File: src/rtl/fpu_add_issue_ctrl_if.sv
// Bundle of requester, adder and response signals around the shared FP adder issue controller.
// The slave view belongs to the controller; the master view belongs to its surroundings.
interface fpu_add_issue_ctrl_if #(
    parameter int unsigned DATA_W = 32
);
    logic              req0_valid;
    logic              req0_ready;
    logic [DATA_W-1:0] req0_a;
    logic [DATA_W-1:0] req0_b;
    logic              req0_sub;
    logic              req1_valid;
    logic              req1_ready;
    logic [DATA_W-1:0] req1_a;
    logic [DATA_W-1:0] req1_b;
    logic              req1_sub;
    logic              add_issue;
    logic [DATA_W-1:0] add_a;
    logic [DATA_W-1:0] add_b;
    logic              add_sub;
    logic [DATA_W-1:0] add_result;
    logic [2:0]        add_flags;
    logic              rsp_valid;
    logic              rsp_ready;
    logic              rsp_id;
    logic [DATA_W-1:0] rsp_result;
    logic [2:0]        rsp_flags;

    modport slave (
        input  req0_valid, req0_a, req0_b, req0_sub,
        output req0_ready,
        input  req1_valid, req1_a, req1_b, req1_sub,
        output req1_ready,
        output add_issue, add_a, add_b, add_sub,
        input  add_result, add_flags,
        output rsp_valid, rsp_id, rsp_result, rsp_flags,
        input  rsp_ready
    );

    modport master (
        output req0_valid, req0_a, req0_b, req0_sub,
        input  req0_ready,
        output req1_valid, req1_a, req1_b, req1_sub,
        input  req1_ready,
        input  add_issue, add_a, add_b, add_sub,
        output add_result, add_flags,
        input  rsp_valid, rsp_id, rsp_result, rsp_flags,
        output rsp_ready
    );
endinterface

File: src/rtl/fpu_add_issue_ctrl.sv
// Shares one fixed-latency FP adder between two requesters; results return in issue order
// through a response FIFO, with credit-based admission so nothing is ever dropped.
module fpu_add_issue_ctrl #(
    parameter int unsigned LATENCY   = 4,
    parameter int unsigned RSP_DEPTH = 8,
    parameter int unsigned DATA_W    = 32
) (
    input  logic                  clk,
    input  logic                  rst,
    fpu_add_issue_ctrl_if.slave   bus,
    output logic                  busy
);
    localparam int unsigned OCC_W = $clog2(RSP_DEPTH + 1);
    localparam int unsigned PTR_W = (RSP_DEPTH > 1) ? $clog2(RSP_DEPTH) : 1;
    localparam int unsigned ENT_W = DATA_W + 4;

    logic [OCC_W-1:0]   occ;
    logic               rr_ptr;
    logic               credit_ok;
    logic               grant0;
    logic               grant1;
    logic               acc0;
    logic               acc1;
    logic               accept;
    logic               pop;
    logic               push;
    logic               issue_id;
    logic [LATENCY-1:0] tag_v;
    logic [LATENCY-1:0] tag_id;
    logic [ENT_W-1:0]   mem [RSP_DEPTH];
    logic [PTR_W-1:0]   wr_ptr;
    logic [PTR_W-1:0]   rd_ptr;
    logic [OCC_W-1:0]   fifo_cnt;
    logic [ENT_W-1:0]   head;

    function automatic logic [PTR_W-1:0] ptr_inc(input logic [PTR_W-1:0] p);
        return (p == PTR_W'(RSP_DEPTH - 1)) ? '0 : p + PTR_W'(1);
    endfunction

    // Credit comes only from the registered occupancy; a same-cycle pop does not count.
    assign credit_ok = occ < OCC_W'(RSP_DEPTH);

    always_comb begin
        grant0 = bus.req0_valid & (~bus.req1_valid | ~rr_ptr);
        grant1 = bus.req1_valid & (~bus.req0_valid |  rr_ptr);
    end

    assign bus.req0_ready = grant0 & credit_ok;
    assign bus.req1_ready = grant1 & credit_ok;
    assign acc0   = bus.req0_valid & bus.req0_ready;
    assign acc1   = bus.req1_valid & bus.req1_ready;
    assign accept = acc0 | acc1;
    assign pop    = bus.rsp_valid & bus.rsp_ready;
    assign push   = tag_v[LATENCY-1];
    assign busy   = (occ != '0);

    // Outstanding-operation count and round-robin pointer.
    always_ff @(posedge clk or negedge rst) begin
        if (!rst) begin
            occ    <= '0;
            rr_ptr <= 1'b0;
        end else begin
            case ({accept, pop})
                2'b10:   occ <= occ + OCC_W'(1);
                2'b01:   occ <= occ - OCC_W'(1);
                default: occ <= occ;
            endcase
            if (accept) rr_ptr <= acc0;
        end
    end

    // Issue register: operands held when nothing is launched.
    always_ff @(posedge clk or negedge rst) begin
        if (!rst) begin
            bus.add_issue <= 1'b0;
            bus.add_a     <= '0;
            bus.add_b     <= '0;
            bus.add_sub   <= 1'b0;
            issue_id      <= 1'b0;
        end else begin
            bus.add_issue <= accept;
            if (accept) begin
                bus.add_a   <= acc1 ? bus.req1_a   : bus.req0_a;
                bus.add_b   <= acc1 ? bus.req1_b   : bus.req0_b;
                bus.add_sub <= acc1 ? bus.req1_sub : bus.req0_sub;
                issue_id    <= acc1;
            end
        end
    end

    // Tag pipe follows add_issue so its last stage lines up with add_result.
    always_ff @(posedge clk or negedge rst) begin
        if (!rst) begin
            tag_v  <= '0;
            tag_id <= '0;
        end else begin
            tag_v[0]  <= bus.add_issue;
            tag_id[0] <= issue_id;
            for (int i = 1; i < LATENCY; i++) begin
                tag_v[i]  <= tag_v[i-1];
                tag_id[i] <= tag_id[i-1];
            end
        end
    end

    // Response FIFO, first-word-fall-through.
    always_ff @(posedge clk or negedge rst) begin
        if (!rst) begin
            for (int i = 0; i < RSP_DEPTH; i++) mem[i] <= '0;
            wr_ptr   <= '0;
            rd_ptr   <= '0;
            fifo_cnt <= '0;
        end else begin
            if (push) begin
                mem[wr_ptr] <= {tag_id[LATENCY-1], bus.add_flags, bus.add_result};
                wr_ptr      <= ptr_inc(wr_ptr);
            end
            if (pop) rd_ptr <= ptr_inc(rd_ptr);
            case ({push, pop})
                2'b10:   fifo_cnt <= fifo_cnt + OCC_W'(1);
                2'b01:   fifo_cnt <= fifo_cnt - OCC_W'(1);
                default: fifo_cnt <= fifo_cnt;
            endcase
        end
    end

    assign head           = mem[rd_ptr];
    assign bus.rsp_valid  = (fifo_cnt != '0);
    assign bus.rsp_id     = head[ENT_W-1];
    assign bus.rsp_flags  = head[DATA_W+2:DATA_W];
    assign bus.rsp_result = head[DATA_W-1:0];
endmodule

File: src/flat_wrapper.sv
// flat-port wrapper written by rule: the top's interface ports become plain ports
module fpu_add_issue_ctrl_flat 
#(
    parameter int unsigned LATENCY   = 4,
    parameter int unsigned RSP_DEPTH = 8,
    parameter int unsigned DATA_W    = 32
)
  (clk, rst, busy, bus_req0_valid, bus_req0_a, bus_req0_b, bus_req0_sub, bus_req0_ready, bus_req1_valid, bus_req1_a, bus_req1_b, bus_req1_sub, bus_req1_ready, bus_add_issue, bus_add_a, bus_add_b, bus_add_sub, bus_add_result, bus_add_flags, bus_rsp_valid, bus_rsp_id, bus_rsp_result, bus_rsp_flags, bus_rsp_ready);
  fpu_add_issue_ctrl_if #(.DATA_W(DATA_W)) bus_i ();
  input  logic clk;
  input  logic rst;
  output logic busy;
  input wire logic [$bits(bus_i.req0_valid)-1:0] bus_req0_valid;
  input wire logic [$bits(bus_i.req0_a)-1:0] bus_req0_a;
  input wire logic [$bits(bus_i.req0_b)-1:0] bus_req0_b;
  input wire logic [$bits(bus_i.req0_sub)-1:0] bus_req0_sub;
  output wire logic [$bits(bus_i.req0_ready)-1:0] bus_req0_ready;
  input wire logic [$bits(bus_i.req1_valid)-1:0] bus_req1_valid;
  input wire logic [$bits(bus_i.req1_a)-1:0] bus_req1_a;
  input wire logic [$bits(bus_i.req1_b)-1:0] bus_req1_b;
  input wire logic [$bits(bus_i.req1_sub)-1:0] bus_req1_sub;
  output wire logic [$bits(bus_i.req1_ready)-1:0] bus_req1_ready;
  output wire logic [$bits(bus_i.add_issue)-1:0] bus_add_issue;
  output wire logic [$bits(bus_i.add_a)-1:0] bus_add_a;
  output wire logic [$bits(bus_i.add_b)-1:0] bus_add_b;
  output wire logic [$bits(bus_i.add_sub)-1:0] bus_add_sub;
  input wire logic [$bits(bus_i.add_result)-1:0] bus_add_result;
  input wire logic [$bits(bus_i.add_flags)-1:0] bus_add_flags;
  output wire logic [$bits(bus_i.rsp_valid)-1:0] bus_rsp_valid;
  output wire logic [$bits(bus_i.rsp_id)-1:0] bus_rsp_id;
  output wire logic [$bits(bus_i.rsp_result)-1:0] bus_rsp_result;
  output wire logic [$bits(bus_i.rsp_flags)-1:0] bus_rsp_flags;
  input wire logic [$bits(bus_i.rsp_ready)-1:0] bus_rsp_ready;
  assign bus_i.req0_valid = bus_req0_valid;
  assign bus_i.req0_a = bus_req0_a;
  assign bus_i.req0_b = bus_req0_b;
  assign bus_i.req0_sub = bus_req0_sub;
  assign bus_req0_ready = bus_i.req0_ready;
  assign bus_i.req1_valid = bus_req1_valid;
  assign bus_i.req1_a = bus_req1_a;
  assign bus_i.req1_b = bus_req1_b;
  assign bus_i.req1_sub = bus_req1_sub;
  assign bus_req1_ready = bus_i.req1_ready;
  assign bus_add_issue = bus_i.add_issue;
  assign bus_add_a = bus_i.add_a;
  assign bus_add_b = bus_i.add_b;
  assign bus_add_sub = bus_i.add_sub;
  assign bus_i.add_result = bus_add_result;
  assign bus_i.add_flags = bus_add_flags;
  assign bus_rsp_valid = bus_i.rsp_valid;
  assign bus_rsp_id = bus_i.rsp_id;
  assign bus_rsp_result = bus_i.rsp_result;
  assign bus_rsp_flags = bus_i.rsp_flags;
  assign bus_i.rsp_ready = bus_rsp_ready;
  fpu_add_issue_ctrl #(.LATENCY(LATENCY), .RSP_DEPTH(RSP_DEPTH), .DATA_W(DATA_W)) u_core (.clk(clk), .rst(rst), .bus(bus_i), .busy(busy));
endmodule
File: config.mk
export PLATFORM = sky130hd
export DESIGN_NAME = fpu_add_issue_ctrl_flat
export DESIGN_NICKNAME = d
export VERILOG_FILES = /design/src/rtl/fpu_add_issue_ctrl_if.sv /design/src/rtl/fpu_add_issue_ctrl.sv /design/src/flat_wrapper.sv
export SDC_FILE = /design/constraint.sdc
export NUM_CORES = 1
export LEC_CHECK = 0
export BUFFER_PORTS_ARGS = -buffer_cell sky130_fd_sc_hd__clkbuf_2
export CAP_MARGIN = 10
export CELL_PAD_IN_SITES_DETAIL_PLACEMENT = 1
export CELL_PAD_IN_SITES_GLOBAL_PLACEMENT = 2
export CORE_MARGIN = 5
export CORE_UTILIZATION = 30
export DETAILED_ROUTE_END_ITERATION = 16
export PLACE_DENSITY_LB_ADDON = 0.1
export SLEW_MARGIN = 15
export SYNTH_ARGS = -nofsm -noshare
export SYNTH_HDL_FRONTEND = slang
export SYNTH_SLANG_ARGS = --single-unit
File: constraint.sdc
create_clock -name clk -period 2.75 [get_ports clk]
set_input_delay 0.275 -clock clk [delete_from_list [all_inputs] [get_ports clk]]
set_output_delay 0.275 -clock clk [all_outputs]
set_load 0.005 [all_outputs]
==> flow_summary.toml <==
[clock_network]
cts_max_level = 2
clockRootBuffer = "clkbuf_16"
clk_pin_slew_worst_paths_ns = 0.06
cts_buffer_depth = 3
tritoncts = "yes"
numCtsBuffers = 46
cts_sinks = 378
clk_latency_ns = 0.57

[floorplan]
dieArea_um2 = 62500
rows = 88
fp.dieH_um = 250
io_pins = 276
die_x_um = 250
start_util = 0.301
core_um2 = 57400

[sta]
min_period_ns = 2.58
slew_violations = 0
whs_ns = 0.0524
min_period_over_period = 0.937
rsz0062_at_grt = "false"
slew_headroom = 0.557
fmax_mhz = 388
tightest_slew_ns = 0.665
finClkSkew_ns = 0.0116
setup_viol = 0
fin_tns_setup_ns = 0
hold_viol_final = 0

[synth]
synth-seq-area-share = 0.548
yosysUniqueCellTypes = 38
synth_enable_flop_cells = 0
avgSynthCellArea_um2 = 14.2
ys_seq_elements = 378
yosys_most_used_dff = "dfrtp_1"
synth_area_um2 = 17300
synth_nets = 1401
netlist_instances = 1219
yosys_warnings = 0
ys_async_sr_fraction = 1.00

[global_routing]
grt_pass1_vias = 13500
grt_pass1_wl_um = 82700
antenna_found_initial = 7
grt_usage = 0.168
grt_overflow = 0
grt_max_degree = 72

[worst_setup_path]
path_class = "reg -> out"
cp.arrival_ns = 2.30
crit_required_ns = 2.48
end_kind = "primary output"
cp-start-kind = "flop"
crit_fanout = 8

[flow_run]
cap_violations = 0

[power]
power_density_nw_per_um2 = 1250
vdd_ir_drop_max_uv = 437
power.leakage_nw = 9.69

[final_layout]
postLayoutCellArea_um2 = 22800
regArea_um2 = 9470
num-nets-final = 1818
drive_above_1_share = 0.496
finalCoreUtilization = 0.398
multi_input_area_um2 = 7370
n_fill_cell = 5977
syn_to_final_growth_pct = 32.0
layout.cells.non_filler = 2439

[detailed_routing]
dr.pass1.iters = 4
routed_wl_um = 52800
vias_per_cell = 4.88
first_iter_violations = 363
vias = 11900
wl_per_cell_um = 21.6
drc = 0
drtAntennaViolNets = 0

[placement]
post-dp-hpwl_um = 33000
placed_area_um2 = 19900
place_inst = 2218
gp_congestion = 0.741
portBuffers = 275

[outcome]
status = "finished, final reports clean"

[hold_path]
holdCritPathClass = "in -> reg"
## final timing paths
kind | slack, ns | cells after the start | end | startpoint
min in group asynchronous | 0.28 | 2 | u_core.mem[191] | rst
setup / recovery | 0.17 | 4 | bus_rsp_result[24] | u_core.rd_ptr[0]
hold reg to reg | 0.35 | 0 | u_core.tag_v[1] | u_core.tag_v[0]
max in group asynchronous | 1.65 | 3 | u_core.mem[66] | rst
hold / removal | 0.05 | 2 | u_core.mem[166] | bus_add_result[22]
setup reg to reg | 0.23 | 8 | u_core.occ[3] | u_core.fifo_cnt[3]
## final cells by class
class / count / area share
diodes: 4 / 0.000439
clock buffers: 69 / 0.0596
clock inverters: 13 / 0.00642
inverters: 12 / 0.00203
multi-input cells: 735 / 0.323
flip-flops and latches: 378 / 0.415
well taps: 765 / 0.0420
repair buffers: 463 / 0.151
## report_power, final
group / internal [mW] / total (mW) / switching [mW]
logic: 7.21 / 12.4 / 5.15
clock network: 3.68 / 6.11 / 2.43
registers: 8.44 / 10.1 / 1.66
## what timing repair did
action,CTS,global route
endpoints found under the setup margin,36,2
pin swaps,0,1
cloned,0,0
hold buffers,131,0
gates resized for setup,1,5
hold endpoints to repair,127,0
buffers inserted,4,0
## sequential cells by signal (all words and copies together) (netlist names)
| register | count |
|---|---|
| u_core.mem | 288 |
| u_core.bus.add_a | 32 |
| u_core.bus.add_b | 32 |
| u_core.fifo_cnt | 4 |
| u_core.occ | 4 |
| u_core.tag_id | 4 |
| u_core.tag_v | 4 |
| u_core.rd_ptr | 3 |
| u_core.wr_ptr | 3 |
| u_core.bus.add_issue | 1 |
| u_core.bus.add_sub | 1 |
| u_core.issue_id | 1 |
| u_core.rr_ptr | 1 |
## logic make-up (layout without fill, tap and decap cells)
family	Yosys count	in the layout	synth area share
fa+ha+maj	12	12	0.00956
simple gates	167	167	0.0495
flops	378	378	0.548
buf+inv	106	557	0.0316
xor+xnor	4	4	0.00203
compound gates	148	148	0.0495
mux	404	404	0.310
other cells	0	4	0
## layout by cell type (no fill, tap or decap), types with 3 or more instances in the layout
master / n
nor2_1: 67
nand2_1: 6
clkbuf_8: 10
buf_4: 32
nand3_1: 69
clkbuf_16: 47
a31oi_1: 65
inv_1: 11
nand4b_4: 3
buf_12: 24
o21ai_0: 69
a21oi_1: 3
clkbuf_2: 274
ha_1: 6
dfrtp_1: 375
bufinv_16: 3
nor3b_1: 6
diode_2: 4
clkbuf_1: 12
clkinv_2: 9
mux4_2: 72
dlygate4sd3_1: 131
mux2_2: 328
## Yosys cell counts, types with 3 or more instances
cell,count,area share
nand2_1,7,0.0015
a21oi_1,5,0.0014
inv_1,11,0.0024
nand2b_1,3,0.0011
clkbuf_1,43,0.0093
ha_1,10,0.0072
mux4_2,72,0.094
buf_4,14,0.0061
nand4b_2,3,0.0026
dfrtp_1,378,0.55
mux2_2,328,0.21
buf_2,28,0.0081
nand3_1,69,0.020
nor2_1,67,0.015
buf_6,8,0.0052
o21ai_0,69,0.020
a31oi_1,65,0.024
nor3b_1,8,0.0035
## layer usage
layer / GRT usage / part of all wire
met1: 0.219 / 0.44
met2: 0.275 / 0.48
met3: 0.0504 / 0.059
met4: 0.0451 / 0.024
met5: 0 / 0.00087
## through the flow
step	total power [mW]	setup slack [ns]
2_1_floorplan	17.3	-0.0370
3_3_place_gp	21.6	0.0398
3_5_place_dp	21.9	0.00965
4_1_cts	29.1	0.00895
5_1_grt	30.5	0.0342
6_report	28.6	0.174
## critical path, cell delays in order (launching register included)
cell	delay, ns
dfrtp_4	0.52
buf_4	0.25
mux4_2	0.53
mux2_2	0.30
clkbuf_2	0.12
Power figures use the tool's default switching activity.
